**src/rtl/runway_allocator.sv**
```systemverilog
// runway_allocator: grants the lowest-index free runway, releases only for the
// owning plane, auto-releases stale locks by watchdog, supports emergency freeze.
module runway_allocator #(
    parameter int NUM_RUNWAYS = 2,
    parameter int ID_W        = 4,
    parameter int TIMEOUT     = 1024,
    localparam int IDX_W = (NUM_RUNWAYS > 1) ? $clog2(NUM_RUNWAYS) : 1,
    localparam int TMR_W = (TIMEOUT > 0) ? $clog2(TIMEOUT + 1) : 1
) (
    input  logic                        clock,
    input  logic                        reset_n,
    input  logic                        lock_req,
    input  logic [ID_W-1:0]             lock_plane_id,
    input  logic                        unlock_req,
    input  logic [ID_W-1:0]             unlock_plane_id,
    input  logic [IDX_W-1:0]            unlock_runway,
    input  logic [NUM_RUNWAYS-1:0]      runway_busy_ext,
    input  logic                        emergency_set,
    input  logic                        emergency_clear,
    output logic                        lock_grant,
    output logic                        lock_deny,
    output logic [1:0]                  lock_deny_code,
    output logic [IDX_W-1:0]            lock_runway,
    output logic                        unlock_ok,
    output logic                        unlock_err,
    output logic [NUM_RUNWAYS-1:0]      timeout_flag,
    output logic [NUM_RUNWAYS-1:0]      runway_active,
    output logic [NUM_RUNWAYS*ID_W-1:0] runway_owner,
    output logic                        emergency
);

    localparam logic [1:0] DENY_FULL = 2'b01;
    localparam logic [1:0] DENY_DUP  = 2'b10;
    localparam logic [1:0] DENY_EMG  = 2'b11;

    localparam bit WD_EN = (TIMEOUT > 0);
    localparam logic [TMR_W-1:0] TMR_LAST = TMR_W'(WD_EN ? TIMEOUT - 1 : 0);
    localparam logic [TMR_W-1:0] TMR_MAX  = '1;

    typedef logic [NUM_RUNWAYS-1:0][ID_W-1:0]  owner_t;
    typedef logic [NUM_RUNWAYS-1:0][TMR_W-1:0] tmr_t;

    logic [NUM_RUNWAYS-1:0] active_q, active_d;
    owner_t                 owner_q, owner_d;
    tmr_t                   tmr_q, tmr_d;
    logic                   emergency_q, emergency_d;
    logic [NUM_RUNWAYS-1:0] timeout_q, timeout_d;
    logic                   grant_q, grant_d;
    logic                   deny_q, deny_d;
    logic [1:0]             code_q, code_d;
    logic [IDX_W-1:0]       rw_q, rw_d;
    logic                   uok_q, uok_d;
    logic                   uerr_q, uerr_d;

    logic [NUM_RUNWAYS-1:0] unlock_sel;
    logic [NUM_RUNWAYS-1:0] dup_hit;
    logic [NUM_RUNWAYS-1:0] cand;
    logic [IDX_W-1:0]       pick_idx;
    logic                   pick_found;

    // Out-of-range unlock indices match no runway and fall through to an error.
    always_comb begin
        unlock_sel = '0;
        dup_hit    = '0;
        for (int i = 0; i < NUM_RUNWAYS; i++) begin
            unlock_sel[i] = active_q[i]
                && (unlock_runway == IDX_W'(i))
                && (owner_q[i] == unlock_plane_id);
            dup_hit[i] = active_q[i] && (owner_q[i] == lock_plane_id);
        end
        cand = ~active_q & ~runway_busy_ext;
    end

    always_comb begin
        pick_idx   = '0;
        pick_found = 1'b0;
        for (int i = 0; i < NUM_RUNWAYS; i++) begin
            if (cand[i] && !pick_found) begin
                pick_found = 1'b1;
                pick_idx   = IDX_W'(i);
            end
        end
    end

    always_comb begin
        active_d    = active_q;
        owner_d     = owner_q;
        tmr_d       = tmr_q;
        emergency_d = emergency_q;
        timeout_d   = '0;
        grant_d     = 1'b0;
        deny_d      = 1'b0;
        code_d      = '0;
        rw_d        = '0;
        uok_d       = 1'b0;
        uerr_d      = 1'b0;

        for (int i = 0; i < NUM_RUNWAYS; i++) begin
            if (WD_EN && active_q[i] && !emergency_q) begin
                if (tmr_q[i] == TMR_LAST) begin
                    active_d[i]  = 1'b0;
                    tmr_d[i]     = '0;
                    timeout_d[i] = 1'b1;
                end else if (tmr_q[i] != TMR_MAX) begin
                    tmr_d[i] = tmr_q[i] + TMR_W'(1);
                end
            end
        end

        // An accepted unlock overrides a watchdog expiry on the same runway.
        if (unlock_req) begin
            if (|unlock_sel) begin
                uok_d     = 1'b1;
                active_d  = active_d & ~unlock_sel;
                timeout_d = timeout_d & ~unlock_sel;
                for (int i = 0; i < NUM_RUNWAYS; i++) begin
                    if (unlock_sel[i]) begin
                        tmr_d[i] = '0;
                    end
                end
            end else begin
                uerr_d = 1'b1;
            end
        end

        if (lock_req) begin
            if (emergency_q) begin
                deny_d = 1'b1;
                code_d = DENY_EMG;
            end else if (|dup_hit) begin
                deny_d = 1'b1;
                code_d = DENY_DUP;
            end else if (!pick_found) begin
                deny_d = 1'b1;
                code_d = DENY_FULL;
            end else begin
                grant_d = 1'b1;
                rw_d    = pick_idx;
                for (int i = 0; i < NUM_RUNWAYS; i++) begin
                    if (pick_idx == IDX_W'(i)) begin
                        active_d[i] = 1'b1;
                        owner_d[i]  = lock_plane_id;
                        tmr_d[i]    = '0;
                    end
                end
            end
        end

        if (emergency_set) begin
            emergency_d = 1'b1;
        end else if (emergency_clear) begin
            emergency_d = 1'b0;
        end
    end

    always_ff @(posedge clock or negedge reset_n) begin
        if (!reset_n) begin
            active_q    <= '0;
            owner_q     <= '0;
            tmr_q       <= '0;
            emergency_q <= 1'b0;
            timeout_q   <= '0;
            grant_q     <= 1'b0;
            deny_q      <= 1'b0;
            code_q      <= '0;
            rw_q        <= '0;
            uok_q       <= 1'b0;
            uerr_q      <= 1'b0;
        end else begin
            active_q    <= active_d;
            owner_q     <= owner_d;
            tmr_q       <= tmr_d;
            emergency_q <= emergency_d;
            timeout_q   <= timeout_d;
            grant_q     <= grant_d;
            deny_q      <= deny_d;
            code_q      <= code_d;
            rw_q        <= rw_d;
            uok_q       <= uok_d;
            uerr_q      <= uerr_d;
        end
    end

    assign lock_grant     = grant_q;
    assign lock_deny      = deny_q;
    assign lock_deny_code = code_q;
    assign lock_runway    = rw_q;
    assign unlock_ok      = uok_q;
    assign unlock_err     = uerr_q;
    assign timeout_flag   = timeout_q;
    assign runway_active  = active_q;
    assign runway_owner   = owner_q;
    assign emergency      = emergency_q;

endmodule

```
**config.mk**
```make
export PLATFORM = sky130hd
export DESIGN_NAME = runway_allocator
export DESIGN_NICKNAME = d
export VERILOG_FILES = /design/src/rtl/runway_allocator.sv
export SDC_FILE = /design/constraint.sdc
export NUM_CORES = 1
export LEC_CHECK = 0
export BUFFER_PORTS_ARGS = -buffer_cell sky130_fd_sc_hd__buf_2
export CAP_MARGIN = 20
export CORE_UTILIZATION = 50
export CTS_CLUSTER_DIAMETER = 100
export DETAILED_ROUTE_END_ITERATION = 16
export PLACE_DENSITY = 0.75
export SYNTH_ARGS = -nofsm -noshare
export SYNTH_HDL_FRONTEND = slang
export SYNTH_SLANG_ARGS = --single-unit
export TNS_END_PERCENT = 100
```
**constraint.sdc**
```tcl
create_clock -name clock -period 1.6 [get_ports clock]
set_clock_uncertainty 0.05 [all_clocks]
set_input_delay 0 -clock clock [delete_from_list [all_inputs] [get_ports clock]]
set_output_delay 0 -clock clock [all_outputs]
set_load 0.01 [all_outputs]
```
==> impl_results.md, run 1 <==
* Share of layout cells above drive strength 1 at 57.8%
* RSZ-0062 raised after global routing: yes
* Arrival time worst endpoint at slightly above 2 ns
* Clock Latency Late Sink at 0.31 ns
* Leakage at approximately 0.0016 uW
* Vias per cell at about 6.6
* Antenna Nets Post-Route at 0
* Worst Max-Slew Pin Slew at around 0.55 ns
* Seq/Total Area, Yosys at approximately 48%
* Initial Util at ~53%
* First-pass GRT wire length at around 11 mm
* Mapped Nets at around 220
* Max Freq at between 500 and 600 MHz
* Gr ovfl total at 0
* Area Overhead vs Synth at 65.8%
* Diodes inserted at 0
* Total of max-cap violations at 0
* Worst setup EP type: flip-flop
* Initial antenna violation count at 0
* Peak supply drop at around 1.1 mV
* Failing checks: negative setup slack
* Post-synth EDFFs at 0
* Fillers at between 100 and 150
* Mapped cell area at between 0.002 and 0.0025 sq mm
* Clock-pin slew on the worst setup and hold paths at 0.09 ns
* Vias in the first global route at approximately 2200
* DR pass1 iterations at 5
* DIE WIDTH at 68.3 microns
* Flop2flop setup slack at -0.25 ns
* Tmin final at around 1.8 ns
* Critical path type: flip-flop to flip-flop
* # H-tree levels at 2
* Hold EP: unlock_err$_DFF_PN0_
* Final wirelength at about 9.4 mm
* Vias at 2398
* Cells after Synth at 204
* CP startpoint kind: flip-flop
* Hold wc startpoint: unlock_req
* CTS tree: built
* Clk root buf: clkbuf_8
* Relative slew margins at 63.5%
* Core Box Area at just over 0.004 sq mm
* CP Data Required Time at 1.78 ns
* Worst hold stages at 3
* CP Max Fanout at 7
* Hold slack at ~0.049 ns
* Endpoints failing setup at 38
* Gpl congestion at ~0.84
* Drt wl/cell at 25.8 microns
* Crit Reg-Reg Startpoint: tmr_q[17]$_DFF_PN0_
* FFs w/ async S/R, synth at between 90% and 100%
* PD cells at approximately 1400 mW/mm^2
* Detailed Place HPWL at between 3 and 4 mm
* Initial drt markers at between 300 and 400
* Final max-slew violation count at 0
* Chip height at 68.3 microns
* RR Endpoint: tmr_q[16]$_DFF_PN0_
* Reg2reg path depth at 6
* Clock Sinks at 42
* Die footprint at between 0.004 and 0.005 sq mm
* Nets at 331
* Syn. warnings at 0
* Post-layout worst setup margin at -0.248 ns
* Final hold vios at 0
* Port Buffer Count at 36
* GRT Util Overall at approximately a third
* I/O pins at 37
* Setup TNS at -6.30 ns
* Longest Clk Path Bufs at 2
* Commonest non-fill, non-tap cell in the layout: buf_4
* Status: complete, but fails checks
* Distinct cells, synth at 44
* Post-route DRC at 0
* Syn avg cell area at about 11 sq um
* Tcrit/Tclk final at 116%
* Yosys reg bits at 42
* Most frequent cells in the layout: 47 x buf_4, 41 x dfrtp_1, 36 x buf_2
* Cell Rows at 23
* Min-delay worst type: input port to flip-flop
* Primary FF master, synth: dfrtp_1
* CTS Buf Count at 5
* Largest net degree at the start of global routing at between 40 and 50
## routing by layer
| metal | up-vias | share of wire (%) | track usage, % |
|---|---|---|---|
| met5 | - | 0 | 0 |
| met4 | 0 | 7.1 | 17.7 |
| met3 | 72 | 9.1 | 9.50 |
| met2 | 194 | 48 | 56.5 |
| met1 | 1192 | 36 | 40.1 |
| li1 | 940 | - | - |
## sequential cells by signal, indices dropped and copies added, names as in the netlist
signal / count
tmr_q: 22
runway_owner: 8
lock_deny_code: 2
runway_active: 2
timeout_flag: 2
emergency: 1
lock_deny: 1
lock_grant: 1
lock_runway: 1
unlock_err: 1
unlock_ok: 1
## repair_timing
action	in CTS	in global routing
endpoints found under the hold margin	53	0
pin swaps	32	14
gates cloned	1	1
resized for setup	53	36
hold buffers	9	0
buffers inserted	12	9
setup endpoints to repair	32	38
## cell families (layout without fill, tap and decap cells)
group / count (synthesis) / count (layout) / share of synthesized area, %
AND/OR/NAND/NOR: 90 / 90 / 24.4
flip-flops: 42 / 42 / 47.9
XOR/XNOR: 28 / 28 / 11.2
AO/OA/AOI/OAI: 21 / 21 / 8.09
multiplexers: 11 / 11 / 5.47
buffers and inverters: 10 / 119 / 1.88
adder cells (fa/ha/maj): 2 / 2 / 1.14
## worst max-delay path by stage
stage	startpoint	endpoint	slack, ns	depth (start not counted)
after detailed placement	runway_owner[4]$_DFFE_PN0P_	runway_owner[3]$_DFFE_PN0P_	-0.20	4
after CTS	runway_owner[4]$_DFFE_PN0P_	tmr_q[7]$_DFF_PN0_	-0.13	7
after global routing	runway_owner[4]$_DFFE_PN0P_	tmr_q[5]$_DFF_PN0_	-0.28	7
final	tmr_q[17]$_DFF_PN0_	tmr_q[16]$_DFF_PN0_	-0.25	6
after floorplan	emergency$_DFFE_PN0P_	runway_owner[4]$_DFFE_PN0P_	-0.13	5
after global placement	runway_owner[4]$_DFFE_PN0P_	runway_owner[1]$_DFFE_PN0P_	-0.14	4
## report_power, final
group / total [uW] / switching (uW) / internal (uW) / leakage, uW
Clock: 730 / 423 / 307 / 0.0000441
Combinational: 2810 / 1400 / 1410 / 0.000997
Sequential: 1700 / 351 / 1350 / 0.000540
## critical path, cell delays in order (launching register included)
cell and delay [ns]:
dfrtp_1 0.52, nand3_1 0.26, o31ai_4 0.33, buf_4 0.20, nor2_2 0.06, xnor2_1 0.14
nor3_2 0.20
## cell usage after synthesis, types with 3 or more instances
cell | instances | area (sq um)
and2_1 | 3 | 18.8
mux2i_1 | 3 | 30.0
nand3_1 | 13 | 65.1
dfrtp_1 | 42 | 1050
and3_1 | 5 | 31.3
nand4_1 | 3 | 18.8
xor2_1 | 21 | 184
inv_1 | 4 | 15.0
nor3_1 | 24 | 120
mux2_2 | 8 | 90.1
nand2_1 | 14 | 52.6
nor2_1 | 7 | 26.3
nor3b_1 | 5 | 37.5
xnor2_1 | 7 | 61.3
buf_2 | 3 | 15.0
## metrics by stage
| step | worst slack, ns | power, uW | util (%) | std cells | instance area, sq um |
|---|---|---|---|---|---|
| floorplan | -0.127 | 2600 | - | 204 | 2300 |
| global placement | -0.144 | 3310 | 68.7 | 325 | 2830 |
| detailed placement | -0.201 | 3370 | 68.7 | 325 | 2830 |
| CTS | -0.126 | 4510 | 81.9 | 354 | 3370 |
| global route | -0.282 | 5390 | 88.5 | 363 | 3640 |
| finish | -0.248 | 5250 | 88.5 | 363 | 3640 |
## final cells by class
class                   count  area [sq um]  share of cell area (%)
clock buffers               5          68.8                    1.89
inverters                   4          15.0                   0.412
well taps                  50          62.6                    1.72
multi-input cells         152          1580                    43.4
repair buffers            107           841                    23.1
clock inverters             3          21.3                   0.584
flip-flops and latches     42          1050                    28.9
(Power assumes the default switching activity.)
==> inputs of run 2 (changes only) <==
- CTS_BUF_LIST: default -> sky130_fd_sc_hd__clkbuf_16
==> run 2 against run 1 <==
Net effect: the flow still finishes with violations (negative setup slack); wire length grew 3.8%; register-to-register slack got worse by 0.04 ns; die area did not move; fmax fell by 1.9%; setup slack got worse by 0.036 ns; final area grew 4.3%; critical path type unchanged; largest power group unchanged.
==> impl_results.md, run 2 (synthesis gave the netlist of run 1 again) <==
* Share of layout cells above drive strength 1 at 63.7% (+5.8 points)
* Internal power at 3360 uW (+9.5%)
* Core Box Area at 0.00412 sq mm (unchanged)
* Fillers at 114 (-21%)
* Arrival time worst endpoint at 2.01 ns (-0.02 ns)
* Largest net degree at the start of global routing at 43 (unchanged)
* Hold wc startpoint: lock_plane_id[3]
* Area Overhead vs Synth at 72.9%
* Status: complete, but fails checks
* Drt wl/cell at 27.0 microns (+4.3%)
* Commonest non-fill, non-tap cell in the layout: buf_4
* CTS tree: built
* Sequential share of power at 31.1% (-1.3 points)
* Chip height at 68.3 microns (unchanged)
* # H-tree levels at 2 (unchanged)
* Tcrit/Tclk final at 118% (+2.2 points)
* Leakage at 0.00163 uW (+3.0%)
* Nets at 329 (-0.60%)
* Min-delay worst type: input port to flip-flop
* Crit Reg-Reg Startpoint: tmr_q[15]$_DFF_PN0_
* I/O pins at 37 (unchanged)
* Port Buffer Count at 36 (unchanged)
* DR pass1 iterations at 5 (unchanged)
* Total power at 5680 uW (+8.2%)
* Vias at 2407 (+0.38%)
* Max FFs per register at 22 (unchanged)
* Initial antenna violation count at 0 (unchanged)
* Clk root buf: clkbuf_16
* Largest Register: tmr_q
* Max Freq at 531 MHz (-1.9%)
* Final hold vios at 0 (unchanged)
* Sw Share at 40.7% (-0.70 points)
* CTS Buf Count at 5 (unchanged)
* Clock Latency Late Sink at 0.30 ns (about the same)
* Worst setup EP type: flip-flop
* Longest Clk Path Bufs at 2 (unchanged)
* Antenna Nets Post-Route at 0 (unchanged)
* Switching Power at 2310 uW (+6.4%)
* CP Data Required Time at 1.72 ns (-0.06 ns)
* Vias per cell at 6.67 (+0.93%)
* Failing checks: negative setup slack
* Most frequent cells in the layout: 45 x buf_4, 41 x dfrtp_1, 36 x buf_2
* First-pass GRT wire length at 11.8 mm (+5.7%)
* PD cells at 1490 mW/mm^2 (+3.8%)
* Post-route DRC at 0 (unchanged)
* Cell Rows at 23 (unchanged)
* GRT Util Overall at 36.4% (+2.3 points)
* Endpoints failing setup at 40 (+5.3%)
* Diodes inserted at 0 (unchanged)
* Setup TNS at -7.03 ns (-0.730 ns)
* Die footprint at 0.00466 sq mm (unchanged)
* Initial Util at 53.4% (unchanged)
* Gr ovfl total at 0 (unchanged)
* RSZ-0062 raised after global routing: yes
* Finished Layout Cells at 361 (-0.55%)
* Vias in the first global route at 2368 (+8.1%)
* Total of max-cap violations at 0 (unchanged)
* DIE WIDTH at 68.3 microns (unchanged)
* Hold slack at 0.0208 ns (-0.0279 ns)
* Gpl congestion at 0.841 (unchanged)
* Worst Max-Slew Pin Slew at 0.539 ns (-0.00876 ns)
* Combinational share of power at 50.6% (-3.1 points)
* Clock-pin slew on the worst setup and hold paths at 0.08 ns (about the same)
* CP Max Fanout at 4 (-3)
* Tmin final at 1.88 ns (+0.0358 ns)
* Relative slew margins at 64.1% (+0.58 points)
* CP Launch Point: tmr_q[15]$_DFF_PN0_
* Peak supply drop at 1.24 mV (+9.4%)
* CP startpoint kind: flip-flop
* Final wirelength at 9.73 mm (+3.8%)
* Initial drt markers at 309 (-10%)
* Clk network pwr share at 18.3% (+4.4 points)
* Critical path type: flip-flop to flip-flop
* Detailed Place HPWL at 3.59 mm (unchanged)
* Clock Sinks at 42 (unchanged)
* Cells after DPL at 325 (unchanged)
* Post-layout worst setup margin at -0.284 ns (-0.0358 ns)
* Final max-slew violation count at 0 (unchanged)
-- run 2: cell count changes in the layout (fill, tap and decap cells not counted), moves of 3 or more --
cell | previous run | this run
clkbuf_8 | 5 | 0
buf_6 | 10 | 14
clkbuf_16 | 1 | 5
dlygate4sd3_1 | 9 | 5
xor2_1 | 11 | 7
xor2_2 | 10 | 14
mux2_2 | 0 | 3
mux2_4 | 8 | 5
mux2i_1 | 3 | 0
nand2_4 | 0 | 3
-- run 2: layer usage --
layer / GRT usage, % / vias up / routed length [microns]
met5: 0 / - / 0
met4: 23.7 / 0 / 583
met3: 7.17 / 66 / 855
met2: 59.7 / 215 / 4590
met1: 43.3 / 1187 / 3710
li1: - / 939 / -
-- run 2: area by class of cell --
| class | instances | area [sq um] | share of cell area, % |
|---|---|---|---|
| Clock buffer | 5 | 125 | 3.29 |
| Clock inverter | 3 | 21.3 | 0.560 |
| Inverter | 4 | 15.0 | 0.395 |
| Multi-Input combinational cell | 153 | 1710 | 45.0 |
| Sequential cell | 42 | 1050 | 27.7 |
| Tap cell | 50 | 62.6 | 1.65 |
| Timing Repair Buffer | 104 | 813 | 21.4 |
-- run 2: final timing paths --
check                                               to  slack (ns)  cells after the start
setup reg to reg                   tmr_q[14]$_DFF_PN0_       -0.28                      6
min in group asynchronous           tmr_q[0]$_DFF_PN0_        0.27                      3
setup / recovery                   tmr_q[14]$_DFF_PN0_       -0.28                      6
hold reg to reg                    tmr_q[19]$_DFF_PN0_        0.64                      2
max in group asynchronous        emergency$_DFFE_PN0P_        0.82                      3
hold / removal             runway_owner[3]$_DFFE_PN0P_        0.02                      2
-- run 2: per-stage QoR --
stage	util, %	cell area, sq um	worst slack [ns]
detailed placement	68.7	2830	-0.201
global placement	68.7	2830	-0.144
floorplan	-	2300	-0.127
CTS	83.6	3440	-0.156
finish	92.3	3800	-0.284
global route	92.3	3800	-0.331
-- run 2: timing repair --
item,4_1_cts,5_1_grt
buffers inserted,15,10
cloned,2,0
endpoints found under the setup margin,31,41
pin swaps,27,27
hold buffers,4,1
resized for setup,55,58
hold endpoints to repair,48,2
-- run 2: power groups by stage --
stage / logic [uW] / registers [uW] / clock network [uW]
after floorplan: 854 / 1750 / 0
after detailed placement: 1750 / 1620 / 0
after CTS: 2170 / 1620 / 1010
final: 2870 / 1770 / 1040
after global placement: 1700 / 1610 / 0
after global routing: 2970 / 1790 / 1070
-- run 2: worst max-delay path, stage by stage (launching register included) --
cell and delay, ns:
dfrtp_1 0.42, nand4_1 0.33, o31ai_2 0.42, buf_4 0.22, nor2_1 0.08, xnor2_1 0.19, nor3_2 0.07
